## src/rtl/rf_spill_if.sv

```systemverilog
`default_nettype none
// +----------------------------------------------------------------------------+
// | Module      : rf_spill_if                                                  |
// | Description : Handshake, register-file and data-memory bundle for rf_spill.|
// | Revision    : 1.0 - initial release                                        |
// +----------------------------------------------------------------------------+
interface rf_spill_if;
    logic       start;
    logic       mode;
    logic [7:0] base_addr;
    logic [4:0] rf_ptr;
    logic [7:0] rf_rdata;
    logic       rf_we;
    logic [4:0] rf_wptr;
    logic [7:0] rf_wdata;
    logic [7:0] mem_addr;
    logic       mem_we;
    logic [7:0] mem_wdata;
    logic [7:0] mem_rdata;
    logic       busy;
    logic       done;
    logic       csum_err;

    modport master (
        output start, mode, base_addr, rf_rdata, mem_rdata,
        input  rf_ptr, rf_we, rf_wptr, rf_wdata, mem_addr, mem_we, mem_wdata,
               busy, done, csum_err
    );

    modport slave (
        input  start, mode, base_addr, rf_rdata, mem_rdata,
        output rf_ptr, rf_we, rf_wptr, rf_wdata, mem_addr, mem_we, mem_wdata,
               busy, done, csum_err
    );
endinterface
`default_nettype wire

```

## src/rtl/rf_spill.sv

```systemverilog
`default_nettype none
// +----------------------------------------------------------------------------+
// | Module      : rf_spill                                                     |
// | Description : Saves/restores registers FIRST_REG..LAST_REG to/from memory, |
// |               one per cycle; optional XOR checksum via RF_SPILL_CHECKSUM_EN|
// | Revision    : 1.0 - initial release                                        |
// +----------------------------------------------------------------------------+
module rf_spill #(
    parameter int FIRST_REG = 1,
    parameter int LAST_REG  = 8
) (
    input  logic      clk,
    input  logic      reset,
    rf_spill_if.slave bus
);
    localparam logic [4:0] c_FIRST = 5'(FIRST_REG);
    localparam logic [4:0] c_LAST  = 5'(LAST_REG);
`ifdef RF_SPILL_CHECKSUM_EN
    localparam logic [7:0] c_NOFF  = 8'(LAST_REG - FIRST_REG + 1);
`endif

    typedef enum logic [1:0] {
        S_IDLE = 2'd0,
        S_XFER = 2'd1,
        S_CSUM = 2'd2,
        S_DONE = 2'd3
    } state_t;

    state_t     r_state;
    logic [4:0] r_idx;
    logic       r_mode;
    logic [7:0] r_base;
`ifdef RF_SPILL_CHECKSUM_EN
    logic [7:0] r_acc;
    logic       r_csum_err;
`endif

    logic [7:0] w_off;
    assign w_off = 8'(r_idx - c_FIRST);

    always_ff @(posedge clk) begin
        if (reset) begin
            r_state    <= S_IDLE;
            r_idx      <= '0;
            r_mode     <= 1'b0;
            r_base     <= '0;
`ifdef RF_SPILL_CHECKSUM_EN
            r_acc      <= '0;
            r_csum_err <= 1'b0;
`endif
        end else begin
            case (r_state)
                S_IDLE: begin
                    if (bus.start) begin
                        r_mode     <= bus.mode;
                        r_base     <= bus.base_addr;
                        r_idx      <= c_FIRST;
`ifdef RF_SPILL_CHECKSUM_EN
                        r_acc      <= '0;
                        r_csum_err <= 1'b0;
`endif
                        r_state    <= S_XFER;
                    end
                end
                S_XFER: begin
`ifdef RF_SPILL_CHECKSUM_EN
                    r_acc <= r_acc ^ (r_mode ? bus.mem_rdata : bus.rf_rdata);
`endif
                    if (r_idx == c_LAST) begin
`ifdef RF_SPILL_CHECKSUM_EN
                        r_state <= S_CSUM;
`else
                        r_state <= S_DONE;
`endif
                    end else begin
                        r_idx <= r_idx + 5'd1;
                    end
                end
`ifdef RF_SPILL_CHECKSUM_EN
                S_CSUM: begin
                    if (r_mode) begin
                        r_csum_err <= (bus.mem_rdata != r_acc);
                    end
                    r_state <= S_DONE;
                end
`endif
                S_DONE:  r_state <= S_IDLE;
                default: r_state <= S_IDLE;
            endcase
        end
    end

    // Strobes are masked while reset is asserted so an aborted transfer
    // cannot commit a write on the reset edge itself.
    always_comb begin
        bus.rf_ptr    = '0;
        bus.rf_we     = 1'b0;
        bus.rf_wptr   = '0;
        bus.rf_wdata  = '0;
        bus.mem_addr  = '0;
        bus.mem_we    = 1'b0;
        bus.mem_wdata = '0;
        if (!reset && r_state == S_XFER) begin
            bus.rf_ptr   = r_idx;
            bus.mem_addr = r_base + w_off;
            if (r_mode) begin
                bus.rf_we    = 1'b1;
                bus.rf_wptr  = r_idx;
                bus.rf_wdata = bus.mem_rdata;
            end else begin
                bus.mem_we    = 1'b1;
                bus.mem_wdata = bus.rf_rdata;
            end
        end
`ifdef RF_SPILL_CHECKSUM_EN
        else if (!reset && r_state == S_CSUM) begin
            bus.mem_addr = r_base + c_NOFF;
            if (!r_mode) begin
                bus.mem_we    = 1'b1;
                bus.mem_wdata = r_acc;
            end
        end
`endif
    end

    assign bus.busy = (r_state == S_XFER) || (r_state == S_CSUM);
    assign bus.done = (r_state == S_DONE);
`ifdef RF_SPILL_CHECKSUM_EN
    assign bus.csum_err = r_csum_err;
`else
    assign bus.csum_err = 1'b0;
`endif

endmodule
`default_nettype wire

```

## src/flat_wrapper.sv

```systemverilog
// flat-port wrapper written by rule: the top's interface ports become plain ports
module rf_spill_flat 
#(
    parameter int FIRST_REG = 1,
    parameter int LAST_REG  = 8
)
  (clk, reset, bus_start, bus_mode, bus_base_addr, bus_rf_rdata, bus_mem_rdata, bus_rf_ptr, bus_rf_we, bus_rf_wptr, bus_rf_wdata, bus_mem_addr, bus_mem_we, bus_mem_wdata, bus_busy, bus_done, bus_csum_err);
  rf_spill_if bus_i ();
  input  logic clk;
  input  logic reset;
  input wire logic [$bits(bus_i.start)-1:0] bus_start;
  input wire logic [$bits(bus_i.mode)-1:0] bus_mode;
  input wire logic [$bits(bus_i.base_addr)-1:0] bus_base_addr;
  input wire logic [$bits(bus_i.rf_rdata)-1:0] bus_rf_rdata;
  input wire logic [$bits(bus_i.mem_rdata)-1:0] bus_mem_rdata;
  output wire logic [$bits(bus_i.rf_ptr)-1:0] bus_rf_ptr;
  output wire logic [$bits(bus_i.rf_we)-1:0] bus_rf_we;
  output wire logic [$bits(bus_i.rf_wptr)-1:0] bus_rf_wptr;
  output wire logic [$bits(bus_i.rf_wdata)-1:0] bus_rf_wdata;
  output wire logic [$bits(bus_i.mem_addr)-1:0] bus_mem_addr;
  output wire logic [$bits(bus_i.mem_we)-1:0] bus_mem_we;
  output wire logic [$bits(bus_i.mem_wdata)-1:0] bus_mem_wdata;
  output wire logic [$bits(bus_i.busy)-1:0] bus_busy;
  output wire logic [$bits(bus_i.done)-1:0] bus_done;
  output wire logic [$bits(bus_i.csum_err)-1:0] bus_csum_err;
  assign bus_i.start = bus_start;
  assign bus_i.mode = bus_mode;
  assign bus_i.base_addr = bus_base_addr;
  assign bus_i.rf_rdata = bus_rf_rdata;
  assign bus_i.mem_rdata = bus_mem_rdata;
  assign bus_rf_ptr = bus_i.rf_ptr;
  assign bus_rf_we = bus_i.rf_we;
  assign bus_rf_wptr = bus_i.rf_wptr;
  assign bus_rf_wdata = bus_i.rf_wdata;
  assign bus_mem_addr = bus_i.mem_addr;
  assign bus_mem_we = bus_i.mem_we;
  assign bus_mem_wdata = bus_i.mem_wdata;
  assign bus_busy = bus_i.busy;
  assign bus_done = bus_i.done;
  assign bus_csum_err = bus_i.csum_err;
  rf_spill #(.FIRST_REG(FIRST_REG), .LAST_REG(LAST_REG)) u_core (.clk(clk), .reset(reset), .bus(bus_i));
endmodule
```

## config.mk

```make
export PLATFORM = sky130hd
export DESIGN_NAME = rf_spill_flat
export DESIGN_NICKNAME = d
export VERILOG_FILES = /design/src/rtl/rf_spill_if.sv /design/src/rtl/rf_spill.sv /design/src/flat_wrapper.sv
export SDC_FILE = /design/constraint.sdc
export NUM_CORES = 1
export LEC_CHECK = 0
export CELL_PAD_IN_SITES_DETAIL_PLACEMENT = 1
export CELL_PAD_IN_SITES_GLOBAL_PLACEMENT = 1
export CORE_ASPECT_RATIO = 0.7
export CORE_MARGIN = 2
export CORE_UTILIZATION = 30
export DETAILED_ROUTE_END_ITERATION = 10
export GPL_TIMING_DRIVEN = 0
export MAX_ROUTING_LAYER = met4
export PLACE_DENSITY_LB_ADDON = 0.1
export SLEW_MARGIN = 20
export SYNTH_ARGS = -nofsm -noshare
export SYNTH_HDL_FRONTEND = slang
export SYNTH_SLANG_ARGS = --single-unit
```

## constraint.sdc

```tcl
create_clock -name clk -period 7.2 [get_ports clk]
set_input_delay 1.44 -clock clk [delete_from_list [all_inputs] [get_ports clk]]
set_output_delay 1.44 -clock clk [all_outputs]
set_load 0.02 [all_outputs]
```

Word-level counts from Yosys, hierarchy flattened
Cells that the tools add are included.
- equal/unequal tests: 7
- add/sub/neg operators: 3
- divide/modulo/power cells: 0
- shift operators: 0
- reduce and logical (&&, ||, !) cells: 8
- multiply operators: 0
- bitwise operators: 0
- $lt $le $gt $ge: 0
- mux-type cells: 18
- operators with widths (kind ; number):
    8-bit two-way mux ; 5
    5-bit two-way mux ; 5
    5-bit case mux with 2 select lines ; 1
    8-bit adder ; 1
    5-bit by 1-bit subtractor with 6-bit output (second input constant) ; 1
    5-bit by 1-bit adder with 5-bit output (second input constant) ; 1
    5-bit by 4-bit equality test with 1-bit output (second input constant) ; 1
    2-bit equality test (second input constant) ; 2
    1-bit two-way mux ; 4
    2-bit two-way mux ; 2
    2-bit != test (second input constant) ; 2
    2-bit case mux with 2 select lines ; 1
    2-bit AND reduction ; 2
    3-bit AND reduction ; 1
    2-bit by 1-bit equality test with 1-bit output (second input constant) ; 1
    2-bit logical NOT ; 1
    2-bit by 1-bit != test with 1-bit output (second input constant) ; 1
    2-bit nonzero test ; 1
    1-bit logical AND ; 1
    1-bit logical NOT ; 1
    1-bit logical OR ; 1
- latch bits: 0
- word-level logic and storage cells: 40
- RAM bits: 0
- register bits: 16
- input bits: 28
- memory bits (read-only): 0
- output and inout bits: 39
- memories: 0

Logic depth before layout (Yosys ltp)
- depth in word-level cells: 3
- mapped depth: 10
- gate-level depth less buffers: 10

Worst setup path before layout
No wires, ideal clock.
- path type: input to output
- start: input port reset
- end: output port bus_mem_wdata[0]
- buffers on the path: 0
- setup slack: 3.423 ns
- cell stages on the path: 3
- required time: 5.760 ns
- data arrival time: 2.337 ns
- path through: nand2b_1 nor2_1 and2_1
- longest elaborated chain between the ends: 3
- RTL lines (element ; line ; source):
    from (decl) ; flat_wrapper.sv:10 ; input logic reset;
    1-bit logical NOT ; rf_spill.sv:103 ; if (!reset && r_state == S_XFER) begin
    1-bit logical AND ; rf_spill.sv:103 ;
    8-bit two-way mux ; rf_spill.sv:103 ;
    to (decl) ; flat_wrapper.sv:22 ; output wire logic [$bits(bus_i.mem_wdata)-1:0] bus_mem_wdata;
No other way between the ends.

Final worst setup path
- start: input port reset
- end: output port bus_mem_addr[6]
- longest elaborated chain between the ends: 3
- RTL lines (element ; line ; source):
    1-bit logical NOT ; rf_spill.sv:103 ;
    1-bit logical AND ; rf_spill.sv:103 ;
    8-bit two-way mux ; rf_spill.sv:103 ;
    to (decl) ; flat_wrapper.sv:20 ; output wire logic [$bits(bus_i.mem_addr)-1:0] bus_mem_addr;
No other way between the ends.

==> metrics <==
Worst path max stage delay=0.60 ns; first-pass GRT wire length=6710 µm; most frequent cells in the layout=65 x clkdlybuf4s50_1, 22 x nand2_1, 21 x nor2_1; CTS Hold Bufs=0; Max Fclk=0.199 GHz; hold depth=2; Finish-stage setup viols=0; cell mode on critical path=clkdlybuf4s50_1; internal power=0.000219 W; Distinct cells, synth=37; Worst-Skew Late Latency=0.25 ns; DRC viols=0; Final Skew=0.00171 ns; CTS tree=built; input/output buffers=65; Detailed Place HPWL=3450 µm; critical path's slowest cell=clkdlybuf4s50_1; Worst IR Drop VDD=0.0000968 V; synthesis-to-finish area growth=57.1%; number of global-route vias before repair=1,335; IO Count=67; antenna violations before repair=0; Critical path origin=reset; Net Sw Power=0.000123 W; All-Layer GR Usage=17.5%; largest net degree at the start of global routing=11; Routed Antenna Nets=0; dpl ws=2.15 ns; Max Buffers Root-to-Sink=2; Reg-to-Reg Start=u_core.r_idx[0]; syn_nets=224; Startpoint Class=primary input; CP Capture Type=output port; Register Area=320 µm²; Max FO, Critical Path=10; DR WL/cell=13.8 µm; Synth top area share=23.6%; synth top area cells=dfxtp_1 24%, ha_1 12%, and2_1 6.5%, nand2_1 6.1%, and3_1 6.0%; vias=1,438; switch share=36.0%; R2R Path End=u_core.r_idx[4]; Tcrit/Tclk final=69.8%; 1st-pass router iterations=4; layout cell share with drive strength beyond 1=4.78%; Die X=84.4 µm; Final nets=294; most common cell after layout, fill and taps aside=clkdlybuf4s50_1; FILL cells=546; Initial DRC Count=52; Worst Hold Launch=u_core.r_base[3]; grt ovf=0; synthesized cell area=1360 µm²; critical path type=primary input to output port; Final WS setup=2.17 ns; Worst Reg-to-Reg Cells=7; reg2reg setup slack=5.30 ns; Lkg Pwr=0.880 nW; area of the multi-input gates=948 µm²; die area=5090 µm²; Cells after Synth=182; worst path cell trace=clkdlybuf4s50_1, nand2b_1, clkbuf_1, nor3b_1, a21oi_1, nand3_1, clkdlybuf4s50_1; Starting Density=31.2%; Min-Delay Endpoint=u_core.r_base[3]; clock share of power=23.0%; clk slew on worst S/H paths=0.06 ns; sequential area share after synthesis=23.6%; Avg Cell Area, Syn=7.46 µm²; Die Span Y=60.3 µm; routability congestion estimate=0.758; RSZ-0062 raised after global routing=false; Total Routed Length=4220 µm; post-cts sizing count=0; Hold Crit Class=flop to flop; leading area contributor after synthesis=dfxtp_1; setup TNS=0 ns; Final Hold Viols=0; Root Driver=clkbuf_8; Combinational Power Share=47.1%; Core Box Area=4350 µm²; status=finished clean; PD cells=160 nW/µm²; average via count per standard cell=4.70; Row Count=20; post-CTS setup buffers=0; crit path time final=5.03 ns; clock sinks=16; H-tree depth=1; number of maximum-capacitance violations=0; Diodes inserted=0; Synth Register Bits=16; Yosys Warn Count=0; register share of total power=29.9%; WP data arrival=3.59 ns; Final Max Tran Viols=0; Num CTS Buffers=3; worst endpoint required time=5.76 ns
metrics by stage:
step	instances	utilization [%]	power [W]	cell area, µm²	hold slack [ns]
3_3_place_gp	302	47.7	0.000263	2080	0.455
2_1_floorplan	182	-	0.000206	1360	0.441
3_5_place_dp	302	47.7	0.000266	2080	0.457
5_1_grt	306	49.0	0.000369	2130	0.496
4_1_cts	306	49.0	0.000347	2130	0.468
6_report	306	49.0	0.000342	2130	0.464
worst max-delay path: cells and delay by family:
family | cells | cell delay [ns]
buf+inv | 3 | 1.40
compound gates | 1 | 0.11
simple gates | 3 | 0.63
power by group through the flow:
stage / Combinational [W] / Sequential (W) / Clock [W]
after floorplan: 0.000104 / 0.000102 / 0
after global placement: 0.000159 / 0.000104 / 0
after detailed placement: 0.000161 / 0.000104 / 0
after CTS: 0.000163 / 0.000102 / 0.0000817
after global routing: 0.000180 / 0.000104 / 0.0000858
final: 0.000161 / 0.000102 / 0.0000785
synth_stat cells:
cell and number:
nand2_1 22, nor2_1 21, dfxtp_1 16, and2_1 14, a21oi_1 13, and3_1 13, ha_1 13, inv_1 8
clkbuf_1 6, o21ai_0 6, nor3_1 5, xor2_1 5, nor2b_1 4, xnor2_1 4, a211oi_1 3, nand3_1 3
buf_2 2, buf_4 2, nand2b_1 2, nand4_1 2, nor4b_1 2, a211o_1 1, a211oi_4 1, a21boi_0 1
a21o_1 1, a31oi_1 1, and4bb_4 1, buf_6 1, conb_1 1, fa_1 1, mux2i_1 1, nand3b_1 1
nor3_4 1, nor3b_1 1, o21bai_1 1, o22ai_1 1, or3_1 1
worst max-delay path by stage:
stage / to / slack (ns) / cells after the start
CTS: bus_mem_addr[6] / 2.14 / 7
global route: bus_mem_addr[6] / 2.00 / 7
detailed placement: bus_mem_addr[6] / 2.15 / 7
floorplan: bus_mem_wdata[0] / 3.42 / 3
global placement: bus_mem_addr[6] / 2.20 / 7
finish: bus_mem_addr[6] / 2.17 / 7
state kept, by name, summed over array words and instances (netlist names):
| name | count |
|---|---|
| u_core.r_base | 8 |
| u_core.r_state | 2 |
| u_core.r_mode | 1 |
| u_core.r_idx | 5 |
area by class of cell:
class	instances	share of cell area [%]
plain buffers	11	2.76
clock buffers	4	2.58
inverters	8	1.41
multi-input cells	147	44.5
flip-flops and latches	16	15.0
well taps	55	3.23
repair buffers	65	30.5
routing by layer:
metal	track usage, %	routed length (µm)
met2	23.8	1660
met5	-	0
met3	1.66	169
met4	6.12	44
met1	26.4	2340
kinds of logic after synthesis:
logic type	synth area share, %
and+or+nand+nor	36.2
AOI/OAI and AO/OA	13.4
adders and majority gates	13.5
DFF	23.6
other	0.276
muxes	0.737
buffers and inverters	6.54
xor gates and xnor gates	5.81
Power figures use the tool's default switching activity.
